===== src/rtl/pipeline_hazard_ctrl.sv =====
// Hazard/stall controller for the 5-stage RV32I pipeline: load-use stalls, branch flushes,
// dmem wait-state stalls with a sticky timeout error, plus saturating stall/flush counters.
module pipeline_hazard_ctrl #(
  parameter int MEM_TIMEOUT = 255,
  parameter int CNT_W       = 32
) (
  input  logic             clk,
  input  logic             rst,
  input  logic [4:0]       id_rs1,
  input  logic [4:0]       id_rs2,
  input  logic             id_uses_rs1,
  input  logic             id_uses_rs2,
  input  logic [4:0]       ex_rd,
  input  logic             ex_MemRead,
  input  logic             ex_branch_taken,
  input  logic             mem_access,
  input  logic             dmem_ready,
  output logic             stall_if,
  output logic             stall_id,
  output logic             stall_mem,
  output logic             flush_id,
  output logic             flush_ex,
  output logic             bubble_wb,
  output logic             mem_timeout_err,
  output logic [CNT_W-1:0] stall_count,
  output logic [CNT_W-1:0] flush_count
);

  localparam int WCW = $clog2(MEM_TIMEOUT + 1);

  typedef enum logic [1:0] {RUN, MEM_WAIT, ERR} state_t;

  state_t           state, state_nxt;
  logic [WCW-1:0]   wait_cnt, wait_nxt;
  logic             err_nxt;
  logic             mwait;
  logic             load_use;

  assign mwait = mem_access & ~dmem_ready;

  // A zero destination never produces a real dependency.
  assign load_use = ex_MemRead && (ex_rd != 5'd0) &&
                    ((id_uses_rs1 && (id_rs1 == ex_rd)) ||
                     (id_uses_rs2 && (id_rs2 == ex_rd)));

  always_comb begin
    state_nxt = state;
    wait_nxt  = wait_cnt;
    err_nxt   = mem_timeout_err;
    stall_if  = 1'b0;
    stall_id  = 1'b0;
    stall_mem = 1'b0;
    flush_id  = 1'b0;
    flush_ex  = 1'b0;
    bubble_wb = 1'b0;

    case (state)
      RUN: begin
        if (mwait) begin
          state_nxt = MEM_WAIT;
          wait_nxt  = WCW'(1);
        end
      end
      MEM_WAIT: begin
        if (!mwait) begin
          state_nxt = RUN;
          wait_nxt  = '0;
        end else if (wait_cnt == WCW'(MEM_TIMEOUT)) begin
          state_nxt = ERR;
          err_nxt   = 1'b1;
        end else begin
          wait_nxt = wait_cnt + WCW'(1);
        end
      end
      ERR: ;
      default: state_nxt = RUN;
    endcase

    // A taken branch waiting on dmem stays in EX and flushes once the wait ends.
    if (!rst) begin
      if (state == ERR || mwait) begin
        stall_if  = 1'b1;
        stall_id  = 1'b1;
        stall_mem = 1'b1;
        bubble_wb = 1'b1;
      end else if (ex_branch_taken) begin
        flush_id = 1'b1;
        flush_ex = 1'b1;
      end else if (load_use) begin
        stall_if = 1'b1;
        flush_ex = 1'b1;
      end
    end
  end

  always_ff @(posedge clk or posedge rst) begin
    if (rst) begin
      state           <= RUN;
      wait_cnt        <= '0;
      mem_timeout_err <= 1'b0;
      stall_count     <= '0;
      flush_count     <= '0;
    end else begin
      state           <= state_nxt;
      wait_cnt        <= wait_nxt;
      mem_timeout_err <= err_nxt;
      if (stall_if && (stall_count != {CNT_W{1'b1}}))
        stall_count <= stall_count + CNT_W'(1);
      if (flush_id && (flush_count != {CNT_W{1'b1}}))
        flush_count <= flush_count + CNT_W'(1);
    end
  end

endmodule


===== config.mk =====
export PLATFORM = sky130hd
export DESIGN_NAME = pipeline_hazard_ctrl
export DESIGN_NICKNAME = d
export VERILOG_FILES = /design/src/rtl/pipeline_hazard_ctrl.sv
export SDC_FILE = /design/constraint.sdc
export NUM_CORES = 1
export LEC_CHECK = 0
export ABC_AREA = 1
export CORE_MARGIN = 3
export CORE_UTILIZATION = 53
export DETAILED_ROUTE_END_ITERATION = 6
export PLACE_DENSITY = 0.81
export SLEW_MARGIN = 20
export SYNTH_ARGS = -nofsm -noshare
export SYNTH_HDL_FRONTEND = slang
export SYNTH_SLANG_ARGS = --single-unit
export TNS_END_PERCENT = 50

===== constraint.sdc =====
create_clock -name clk -period 3.8 [get_ports clk]
set_input_delay 0.38 -clock clk [delete_from_list [all_inputs] [get_ports clk]]
set_output_delay 0.38 -clock clk [all_outputs]
set_load 0.02 [all_outputs]

# Yosys cells after proc, flatten, opt, wreduce, memory -nomap -nowiden
# Index checks and enable logic that the tools add are counted.
totals:
  reg_bits: 75
  in_bits: 23
  output_inout_bits: 71
  elab_cells: 55
op_classes:
  add_sub_neg: 3
  n_eq_ne: 10
  n_mux: 20
  n_bitwise: 3
  reduce_logical: 14
ops:
  columns: ["operator", "n"]
  rows:
  - ["adder 32 x 1 -> 32 bit, second input constant", 2]
  - ["inequality test 32 bit, second input constant", 2]
  - ["2-to-1 mux 8 bit", 3]
  - ["case mux 8 bit (2 select lines)", 1]
  - ["2-to-1 mux 1 bit", 12]
  - ["== test 5 bit", 2]
  - ["AND reduction 3 bit", 3]
  - ["adder 8 x 1 -> 8 bit, second input constant", 1]
  - ["== test 8 bit, second input constant", 1]
  - ["logical AND 1 bit", 6]
  - ["2-to-1 mux 2 bit", 3]
  - ["inequality test 3 bit, second input constant", 2]
  - ["case mux 2 bit (3 select lines)", 1]
  - ["nonzero test 5 bit", 1]
  - ["== test 2 x 1 -> 1 bit, second input constant", 1]
  - ["== test 2 bit, second input constant", 1]
  - ["zero test 2 bit", 1]
  - ["logical OR 1 bit", 2]
  - ["inequality test 2 bit, second input constant", 1]
  - ["NOT 1 bit", 2]
  - ["nonzero test 2 bit", 1]
  - ["AND 1 bit", 1]

# Depth between registers and ports, before layout
# Gate-level depths: netlist of run 1.
depth:
  depth_word: 9
  ltp_mapped: 13

# Worst setup path before layout of run 1
# No wires, ideal clock.
synth_timing:
  kind: "input port to flip-flop"
  startpoint: "input port rst"
  endpoint: "register flush_count[26]"
  setup_time_ns: 0.123
  t_arrival_ns: 3.116
  required_ns: 3.677
  setup_slack_ns: 0.560
  cell_stages: 9
  path_buffers: 1
  path_cell_list: "inv_1 nand2_1 nor2_4 nand2_2 nand2_8 inv_8 buf_12 nand2_1 nand2_1"
synth_via:
  elab_chain_len: 2
synth_rtl:
  columns: ["element", "line", "source"]
  rows:
  - ["start: declaration", "8", "input logic rst,"]
  - ["2-to-1 mux 1 bit", "80", "if (!rst) begin"]
  - ["net flush_id", "21", "output logic flush_id,"]
  - ["logical AND 1 bit", "109", "if (flush_id && (flush_count != {CNT_W{1'b1}}))"]
  - ["end signal: assignment", "110", "flush_count <= flush_count + CNT_W'(1);"]
  - ["end: declaration", "26", "output logic [CNT_W-1:0] flush_count"]
# The timed path passes the listed nets, and every way through them passes these cells.
# A chain may end at the register's enable or synchronous reset.

# Final worst setup path of run 1
layout_timing:
  startpoint: "input port ex_rd[3]"
  endpoint: "output port stall_if"
layout_via:
  elab_chain_len: 8
  word_cells_on_any_way: 12
  cone_classes: "eq/ne: 2; mux: 4; reduce/logical: 6"
layout_rtl:
  columns: ["element", "line", "source"]
  rows:
  - ["start: declaration", "13", "input logic [4:0] ex_rd,"]
  - ["== test 5 bit (on tied branches)", "43, 44", null]
  - ["logical AND 1 bit (on tied branches)", "43, 44", null]
  - ["logical OR 1 bit", "43", "((id_uses_rs1 && (id_rs1 == ex_rd)) ||"]
  - ["logical AND 1 bit (*)", "42", "assign load_use = ex_MemRead && (ex_rd != 5'd0) &&"]
  - ["2-to-1 mux 1 bit (*)", "89", "end else if (load_use) begin"]
  - ["2-to-1 mux 1 bit (*)", "86", "end else if (ex_branch_taken) begin"]
  - ["2-to-1 mux 1 bit (*)", "81", "if (state == ERR || mwait) begin"]
  - ["2-to-1 mux 1 bit (*)", "80", null]
  - ["end: declaration", "18", "output logic stall_if,"]
# Every way passes the cells marked *; elsewhere a longest branch is shown, timed or not.

==> results of run 1 <==
## worst max-delay path: cells and delay by family
kind	cells	cell delay, ns
buffers and inverters	3	1.24
AND/OR/NAND/NOR	7	0.76
## per-layer routing
layer / track usage / vias to the layer above / part of all wire
met2: 0.391 / 183 / 0.48
met1: 0.311 / 2351 / 0.43
met5: 0 / - / 0
met4: 0.0807 / 0 / 0.021
li1: - / 2527 / -
met3: 0.0435 / 28 / 0.071
## worst max-delay path by stage
stage / start / endpoint / slack, ns
4_1_cts: ex_rd[3] / stall_if / 1.05
3_5_place_dp: ex_rd[3] / stall_if / 1.05
6_report: ex_rd[3] / stall_if / 1.02
2_1_floorplan: rst / flush_count[26] / 0.56
3_3_place_gp: mem_access / stall_if / 1.12
5_1_grt: ex_rd[3] / stall_if / 0.93
## kinds of logic (layout without fill, tap and decap cells)
logic type / count (synthesis) / in the layout / synth area share
XOR/XNOR: 43 / 43 / 0.0734
buffers and inverters: 91 / 185 / 0.0851
AO/OA/AOI/OAI: 30 / 30 / 0.0388
adder cells (fa/ha/maj): 3 / 3 / 0.00732
AND/OR/NAND/NOR: 510 / 510 / 0.430
flip-flops: 75 / 75 / 0.366
## power groups by stage
stage	Sequential, mW	Combinational (mW)	Clock (mW)
final	0.863	0.228	0.646
after global routing	0.868	0.249	0.687
after CTS	0.862	0.230	0.654
after detailed placement	0.876	0.231	0
after global placement	0.876	0.222	0
after floorplan	0.899	0.103	0
## registers in the layout, summed over array words and instances, names as in the netlist
register         count
stall_count         32
state                2
flush_count         32
mem_timeout_err      1
wait_cnt             8
## area by class of cell
type / instances / area, um2
fillers: 813 / 3030
flip-flops and latches: 75 / 1880
clock buffers: 12 / 155
multi-input cells: 586 / 2820
inverters: 73 / 282
clock inverters: 4 / 48.8
well taps: 129 / 161
repair buffers: 96 / 953
## Yosys cell counts (2+ instances only)
cell	count
nor2_4	5
dfrtp_1	75
xnor2_1	14
nor2_1	80
nand2_2	5
nand2_4	2
or2_2	2
nand4_1	12
buf_2	6
xor2_1	29
o21ai_2	11
inv_1	69
nand3b_1	10
buf_4	3
nor4_1	2
inv_2	3
nand3_2	2
nand2_1	305
o21ai_0	14
buf_6	7
ha_1	3
nor3_1	25
nand3_1	54
## per-stage QoR
stage	util	setup slack (ns)	area, um2	std cells
after floorplan	-	0.560	5130	752
after global placement	0.653	1.12	6090	959
after detailed placement	0.653	1.05	6090	959
after CTS	0.675	1.05	6290	975
after global routing	0.675	0.927	6290	975
final	0.675	1.02	6290	975
==> summary.txt, run 1 <==
Timing
  • Min Clock Period, post-route: 2.78 ns
  • Fin crit share: 0.732
  • Max_slew headroom: 0.376
  • Max Fclk: 0.360 GHz
  • Fin Hold WS: 0.471 ns
  • Clock skew: 0.0173 ns
  • Worst-margin pin slew: 0.937 ns
  • Max Slew Vio Count: 0
  • Final setup violation count: 0
  • Endpoints failing hold: 0
  • Setup TNS: 0 ns
  • RSZ-0062 raised after global routing: no

GRT
  • Vias in the first global route: 4833
  • First-pass GRT wire length: 21700 um
  • Initial antenna violation count: 0
  • Tot GR Track Use: 0.236
  • Pin count of the biggest net entering global routing: 76
  • Remaining Overflow, GRT: 0

Clock tree
  • Hold_buf cts: 0
  • Worst skew pair latency: 0.35 ns
  • Longest Clk Path Bufs: 2
  • H-tree levels: 3
  • Clock sinks: 75
  • CTS tree: done
  • Post_cts resized: 0
  • Clock transition at path regs: 0.08 ns
  • Post-CTS Setup Bufs: 0
  • CTS buffer count: 9
  • Clock root buffer: clkbuf_8

Worst setup path
  • Register-to-Register Path Depth: 11
  • WS Path Type: in -> out
  • Origin of the critical flop-to-flop path: flush_count[0]
  • Slowest-stage cell, CP: clkdlybuf4s50_1
  • CP Capture Type: output port
  • Worst setup SP type: input pin
  • CP required: 3.42 ns
  • Capturing point of the worst reg2reg path: flush_count[13]
  • Arrival time worst endpoint: 2.40 ns
  • R2R Setup Slk: 1.56 ns
  • Slowest cell delay on critical path: 0.65 ns
  • Crit path cell chain: clkdlybuf4s50_1, inv_1, nand2_1, nand2_1, nor2_1, nand3_1, nand2_1, nand3_1, nand2_4, clkdlybuf4s50_1
  • Crit path top cell by count: nand2_1
  • Crit-path max FO: 20

Yosys
  • Synth Flop Type: dfrtp_1
  • Top post-synthesis cells by area: dfrtp_1 37%, nand2_1 22%, nor2_1 5.9%
  • Seq cells post-synth: 75
  • Syn_nets: 778
  • Yosys top cell area share: 0.366
  • Mapped cell area: 5130 um2
  • Synthesized area per cell: 6.82 um2
  • Ys async rst share: 1.00
  • Yosys cell types: 37
  • Post-synth EDFFs: 0
  • Sequential area share after synthesis: 0.366
  • YS warnings: 0
  • Cells after Synth: 752
  • Yosys top cell by area: dfrtp_1

Pwr
  • Peak VDD IR: 0.179 mV
  • Clk network pwr share: 0.372
  • Pint: 1.26 mW
  • Sw Share: 0.272
  • Leakage: 2.93 nW
  • Power consumption: 1.74 mW
  • Logic pwr share: 0.131
  • PD cells: 276 nW/um2
  • Sequential power share: 0.497
  • Net Sw Power: 0.473 mW

Drt
  • Drt wl/cell: 13.2 um
  • DR iter-0 viols: 282
  • Routed via count: 5089
  • Avg Vias per Cell: 5.22
  • DRC violation count after routing: 0
  • Routed Antenna Nets: 0
  • Final wirelength: 12800 um
  • Pre-Repair DR Iteration Count: 5

Worst hold path
  • Hold EP: mem_timeout_err
  • Hold depth: 2
  • Worst Hold Class: reg -> reg
  • Hold Path Origin: mem_timeout_err

Layout
  • Nets: 867
  • Diodes inserted: 0
  • Commonest non-fill, non-tap cell in the layout: nand2_1
  • Fraction of layout cells with a size suffix above 1: 0.0615
  • Area grow syn2layout: 22.7%
  • Most frequent cells in the layout: 305 x nand2_1, 93 x clkdlybuf4s50_1, 80 x nor2_1

Floorplanning
  • Core Region: 9330 um2
  • # IOs: 94
  • Width of the die: 104 um
  • Die height: 104 um
  • Die footprint: 10900 um2
  • Initial Utilization: 0.550
  • Rows: 35

Place
  • Final Wtd Congestion: 0.933
  • PortBufs: 93
  • Post-DP HPWL: 9630 um

Run status
  • Status: completed

Flow run
  • Number of max-cap violations: 0
(Power assumes the default switching activity.)
==> run 2: changes to the inputs <==
--- a/config.mk
+++ b/config.mk
@@ -7,9 +7,9 @@
 export LEC_CHECK = 0
 export ABC_AREA = 1
 export CORE_MARGIN = 3
-export CORE_UTILIZATION = 53
+export CORE_UTILIZATION = 48
 export DETAILED_ROUTE_END_ITERATION = 6
-export PLACE_DENSITY = 0.81
+export PLACE_DENSITY = 0.77
 export SLEW_MARGIN = 20
 export SYNTH_ARGS = -nofsm -noshare
 export SYNTH_HDL_FRONTEND = slang
==> constraint.sdc (replaced) <==
create_clock -name clk -period 2.3 [get_ports clk]
set_input_delay 0.23 -clock clk [delete_from_list [all_inputs] [get_ports clk]]
set_output_delay 0.23 -clock clk [all_outputs]
set_load 0.02 [all_outputs]
==> summary.txt, run 2 (synthesis gave the netlist of run 1 again) <==
Run status
  • Status: completed (unchanged)

Clock tree
  • H-tree levels: 3 (unchanged)
  • CTS buffer count: 9 (unchanged)
  • Clock transition at path regs: 0.08 ns (about the same)
  • Clock root buffer: clkbuf_8 (unchanged)
  • Clock sinks: 75 (unchanged)
  • Worst skew pair latency: 0.35 ns (about the same)
  • CTS tree: done (unchanged)
  • Longest Clk Path Bufs: 2 (unchanged)
  • Hold_buf cts: 0 (unchanged)

Floorplanning
  • Width of the die: 109 um (was 104 um)
  • # IOs: 94 (unchanged)
  • Core Region: 10400 um2 (was 9330 um2)
  • Die height: 109 um (was 104 um)
  • Rows: 37 (was 35)
  • Die footprint: 12000 um2 (was 10900 um2)
  • Initial Utilization: 0.495 (was 0.550)

Timing
  • Max Fclk: 0.466 GHz
  • Clock skew: 0.0130 ns (was 0.0173 ns)
  • Max_slew headroom: 0.355 (was 0.376)
  • Max Slew Vio Count: 0 (unchanged)
  • Fin Hold WS: 0.475 ns (was 0.471 ns)
  • RSZ-0062 raised after global routing: no (unchanged)
  • Final setup violation count: 0 (unchanged)
  • Fin crit share: 0.933
  • Min Clock Period, post-route: 2.15 ns
  • Endpoints failing hold: 0 (unchanged)
  • Worst-margin pin slew: 0.967 ns (was 0.937 ns)
  • Setup TNS: 0 ns (unchanged)
  • Setup ws final: 0.153 ns (was 1.02 ns)

Pwr
  • Sequential power share: 0.476 (was 0.497)
  • Peak VDD IR: 0.600 mV (was 0.179 mV)
  • Power consumption: 2.99 mW (was 1.74 mW)
  • Sw Share: 0.272 (about the same)
  • Net Sw Power: 0.814 mW (was 0.473 mW)
  • Leakage: 3.00 nW (was 2.93 nW)
  • Pint: 2.18 mW (was 1.26 mW)
  • Clk network pwr share: 0.390 (was 0.372)
  • PD cells: 467 nW/um2 (was 276 nW/um2)
  • Logic pwr share: 0.133 (was 0.131)

Worst setup path
  • Arrival time worst endpoint: 1.92 ns (was 2.40 ns)
  • WS Path Type: reg -> out (was in -> out)
  • Worst setup SP type: register (was input pin)
  • Crit-path max FO: 4 (was 20)
  • CP required: 2.07 ns (was 3.42 ns)
  • CP Capture Type: output port (unchanged)
  • R2R Setup Slk: 0.33 ns (was 1.56 ns)

GRT
  • Initial antenna violation count: 0 (unchanged)
  • Remaining Overflow, GRT: 0 (unchanged)
  • Pin count of the biggest net entering global routing: 76 (unchanged)
  • First-pass GRT wire length: 22900 um (was 21700 um)
  • Vias in the first global route: 4803 (was 4833)
  • Tot GR Track Use: 0.239 (was 0.236)

Place
  • DP Cell Count: 974 (was 959)
  • PortBufs: 93 (unchanged)
  • Post-DP HPWL: 10400 um (was 9630 um)
  • Final Wtd Congestion: 0.929 (was 0.933)
  • Pre-CTS WS: -0.0202 ns (was 1.05 ns)
  • Dpl cell area: 6180 um2 (was 6090 um2)

Layout
  • Area grow syn2layout: 24.9% (was 22.7%)
  • Most frequent cells in the layout: 304 x nand2_1, 91 x clkdlybuf4s50_1, 80 x nor2_1 (was 305 x nand2_1, 93 x clkdlybuf4s50_1, 80 x nor2_1)
  • Final instance area: 6410 um2 (was 6290 um2)
  • Fillers: 982 (was 813)
  • Layout Utilization: 0.618 (was 0.675)
  • Fraction of layout cells with a size suffix above 1: 0.0715 (was 0.0615)
  • Layout Cells excl Fill: 989 (was 975)
  • Diodes inserted: 0 (unchanged)
  • Commonest non-fill, non-tap cell in the layout: nand2_1 (unchanged)
  • Largest regs: flush_count (32), stall_count (32), wait_cnt (8) (unchanged)
  • Nets: 875 (was 867)

Drt
  • Pre-Repair DR Iteration Count: 5 (unchanged)
  • Final wirelength: 13800 um (was 12800 um)
  • Drt wl/cell: 13.9 um (was 13.2 um)
  • Routed Antenna Nets: 0 (unchanged)
  • Routed via count: 5055 (was 5089)
  • DR iter-0 viols: 351 (was 282)
  • DRC violation count after routing: 0 (unchanged)
  • Avg Vias per Cell: 5.11 (was 5.22)

Flow run
  • Number of max-cap violations: 0 (unchanged)

Worst hold path
  • Worst Hold Class: reg -> reg (unchanged)
run 2: final cells by class:
class	count	area, um2	share of cell area
multi-input cells	586	2830	0.441
well taps	136	170	0.0266
clock inverters	5	85.1	0.0133
clock buffers	10	138	0.0215
inverters	73	285	0.0445
repair buffers	104	1030	0.160
flip-flops and latches	75	1880	0.293
run 2: metal layers:
layer / routed length [um] / part of all wire / up-vias / track usage
met2: 6660 / 0.48 / 147 / 0.398
met3: 686 / 0.050 / 19 / 0.0405
met4: 212 / 0.015 / 0 / 0.0597
li1: - / - / 2550 / -
met1: 6220 / 0.45 / 2339 / 0.324
met5: 0 / 0 / - / 0
run 2: power groups by stage:
stage	logic [mW]	registers [mW]	clock network, mW
global placement	0.387	1.45	0
floorplan	0.171	1.48	0
CTS	0.400	1.42	1.20
detailed placement	0.397	1.45	0
finish	0.399	1.43	1.17
global route	0.437	1.43	1.25
run 2: repair_timing:
action | in CTS | in global routing
setup buffers | 0 | 0
gates cloned | 0 | 0
resized for setup | 1 | 1
endpoints found under the hold margin | 0 | 0
setup endpoints to repair | 1 | 1
run 2: critical path, cell delays in order (launching register included):
cell             delay, ns
dfrtp_1               0.41
nand2_1               0.10
nand2_1               0.07
inv_2                 0.08
nand2_2               0.08
nor2_4                0.17
clkdlybuf4s50_1       0.66
run 2: final timing paths:
path | startpoint | to | cells after the start
max in group asynchronous | rst | stall_count[15] | 3
worst max-delay path | state[1] | flush_id | 6
worst min-delay path | mem_timeout_err | mem_timeout_err | 2
worst min register to register | mem_timeout_err | mem_timeout_err | 2
worst max register to register | flush_count[1] | flush_count[6] | 11
min in group asynchronous | rst | wait_cnt[2] | 3
==> run 3: changes to the inputs <==
--- a/config.mk
+++ b/config.mk
@@ -9,7 +9,7 @@
 export CORE_MARGIN = 3
 export CORE_UTILIZATION = 48
 export DETAILED_ROUTE_END_ITERATION = 6
-export PLACE_DENSITY = 0.77
+export PLACE_DENSITY_LB_ADDON = 0.12
 export SLEW_MARGIN = 20
 export SYNTH_ARGS = -nofsm -noshare
 export SYNTH_HDL_FRONTEND = slang
==> summary.txt, run 3 (synthesis gave the netlist of run 1 again) <==
Pwr
  • Leakage: 2.97 nW (was 3.00 nW)
  • Peak VDD IR: 0.377 mV (was 0.600 mV)
  • PD cells: 426 nW/um2 (was 467 nW/um2)

Clock tree
  • Post-CTS Setup Bufs: 0 (unchanged)
  • Clock sinks: 75 (unchanged)
  • Clock transition at path regs: 0.07 ns (was 0.08 ns)
  • CTS buffer count: 9 (unchanged)
  • CTS tree: done (unchanged)
  • Longest Clk Path Bufs: 2 (unchanged)
  • Clock root buffer: clkbuf_8 (unchanged)
  • H-tree levels: 3 (unchanged)
  • Worst skew pair latency: 0.36 ns (was 0.35 ns)

Timing
  • Clock skew: 0.00944 ns (was 0.0130 ns)
  • Fin crit share: 0.930 (was 0.933)
  • Min Clock Period, post-route: 2.14 ns (was 2.15 ns)
  • Setup ws final: 0.160 ns (was 0.153 ns)
  • Max Slew Vio Count: 0 (unchanged)
  • Final setup violation count: 0 (unchanged)
  • RSZ-0062 raised after global routing: no (unchanged)
  • Worst-margin pin slew: 0.950 ns (was 0.967 ns)
  • Max Fclk: 0.467 GHz (was 0.466 GHz)
  • Endpoints failing hold: 0 (unchanged)
  • Fin Hold WS: 0.476 ns (was 0.475 ns)
  • Max_slew headroom: 0.366 (was 0.355)

GRT
  • Vias in the first global route: 4755 (was 4803)
  • Pin count of the biggest net entering global routing: 76 (unchanged)
  • Remaining Overflow, GRT: 0 (unchanged)
  • Initial antenna violation count: 0 (unchanged)
  • First-pass GRT wire length: 22500 um (was 22900 um)
  • Tot GR Track Use: 0.236 (was 0.239)

Floorplanning
  • Initial Utilization: 0.495 (unchanged)
  • Width of the die: 109 um (unchanged)
  • Die height: 109 um (unchanged)
  • Rows: 37 (unchanged)
  • # IOs: 94 (unchanged)
  • Die footprint: 12000 um2 (unchanged)
  • Core Region: 10400 um2 (unchanged)

Worst setup path
  • Family with the most delay on the worst path: buffers and inverters (unchanged)
  • Crit path cell chain: nand2_1, nand2_1, inv_2, nand2_2, nor2_4, clkdlybuf4s50_1 (unchanged)
  • Crit path top cell by count: nand2_1 (unchanged)
  • Crit-path max FO: 4 (unchanged)
  • CP required: 2.07 ns (about the same)
  • Worst setup SP type: register (unchanged)
  • Arrival time worst endpoint: 1.91 ns (was 1.92 ns)
  • Crit path buffers/inverters: 2 (unchanged)
  • Slowest cell delay on critical path: 0.65 ns (was 0.66 ns)
  • Slowest-stage cell, CP: clkdlybuf4s50_1 (unchanged)
  • WS Path Type: reg -> out (unchanged)
  • CP Capture Type: output port (unchanged)

Drt
  • Drt wl/cell: 13.5 um (was 13.9 um)
  • DR iter-0 viols: 257 (was 351)
  • DRC violation count after routing: 0 (unchanged)
  • Pre-Repair DR Iteration Count: 5 (unchanged)
  • Final wirelength: 13400 um (was 13800 um)
  • Avg Vias per Cell: 5.13 (was 5.11)
  • Routed via count: 5064 (was 5055)
  • Routed Antenna Nets: 0 (unchanged)

Flow run
  • Number of max-cap violations: 0 (unchanged)

Layout
  • Most frequent cells in the layout: 304 x nand2_1, 91 x clkdlybuf4s50_1, 80 x nor2_1 (unchanged)
  • Commonest non-fill, non-tap cell in the layout: nand2_1 (unchanged)
  • Largest regs: flush_count (32), stall_count (32), wait_cnt (8) (unchanged)
  • Diodes inserted: 0 (unchanged)
  • Fillers: 942 (was 982)
  • Fraction of layout cells with a size suffix above 1: 0.0681 (was 0.0715)
  • Area grow syn2layout: 23.5% (was 24.9%)
  • Multi-input logic area: 2830 um2 (unchanged)
  • Reg area: 1880 um2 (unchanged)
  • Nets: 874 (was 875)

Place
  • Final Wtd Congestion: 0.944 (was 0.929)
  • PortBufs: 93 (unchanged)
  • Pre-CTS WS: -0.00364 ns (was -0.0202 ns)
  • Post-DP HPWL: 10200 um (was 10400 um)

Run status
  • Status: completed (unchanged)

Worst hold path
  • Worst Hold Class: reg -> reg (unchanged)
run 3: cell types whose count changed in the layout (fill, tap and decap cells not counted):
cell,change
buf_4,-1
bufinv_16,-2
inv_6,-2
clkbuf_1,+2
clkinv_2,+3
clkinvlp_4,-1
run 3: worst paths after layout:
path / startpoint / to / slack, ns / cells after the start
max: state[1] / flush_id / 0.16 / 6
min: mem_timeout_err / mem_timeout_err / 0.48 / 2
max reg2reg: flush_count[1] / flush_count[13] / 0.32 / 10
min reg2reg: mem_timeout_err / mem_timeout_err / 0.48 / 2
max in group asynchronous: rst / flush_count[30] / 1.00 / 3
min in group asynchronous: rst / flush_count[22] / 0.69 / 3
run 3: power breakdown:
group | leakage [nW] | switching [mW] | internal (mW) | total [mW]
combinational | 1.92 | 0.205 | 0.176 | 0.381
clock | 0.0860 | 0.477 | 0.411 | 0.888
sequential | 0.967 | 0.0719 | 1.36 | 1.43
total | 2.97 | 0.754 | 1.94 | 2.70
run 3: worst reg2reg max path, cell delays in order, from the launching register on:
cell,delay [ns]
dfrtp_1,0.40
ha_1,0.25
nand3_2,0.15
nor2_4,0.13
nand3_2,0.12
nor2_4,0.14
nand2_2,0.08
nand2_4,0.09
nand2_8,0.19
inv_8,0.22
o21ai_0,0.09
run 3: repair_timing:
item / in CTS / in global routing
setup endpoints to repair: 1 / 1
hold buffers: 0 / 0
hold endpoints to repair: 0 / 0
gates resized for setup: 1 / 1
run 3: final cells by class:
cell class | count | area share
Multi-Input combinational cell | 586 | 0.446
Sequential cell | 75 | 0.296
Timing Repair Buffer | 103 | 0.161
Inverter | 73 | 0.0450
Tap cell | 136 | 0.0269
Clock buffer | 12 | 0.0229
Clock inverter | 3 | 0.00237
run 3: per-stage QoR:
step	TNS, ns	cells	util	total power [mW]	area, um2
3_5_place_dp	-0.00364	973	0.596	1.84	6180
2_1_floorplan	0	752	-	1.66	5140
3_3_place_gp	0	973	0.596	1.83	6180
6_report	0	988	0.611	2.70	6340
4_1_cts	0	988	0.611	2.73	6330
5_1_grt	0	988	0.611	2.84	6340
run 3: routing by layer:
metal / vias up / track usage / wire (um)
met5: - / 0 / 0
met3: 30 / 0.0423 / 665
met2: 134 / 0.416 / 6750
met1: 2360 / 0.293 / 5640
li1: 2540 / - / -
met4: 0 / 0.0757 / 302
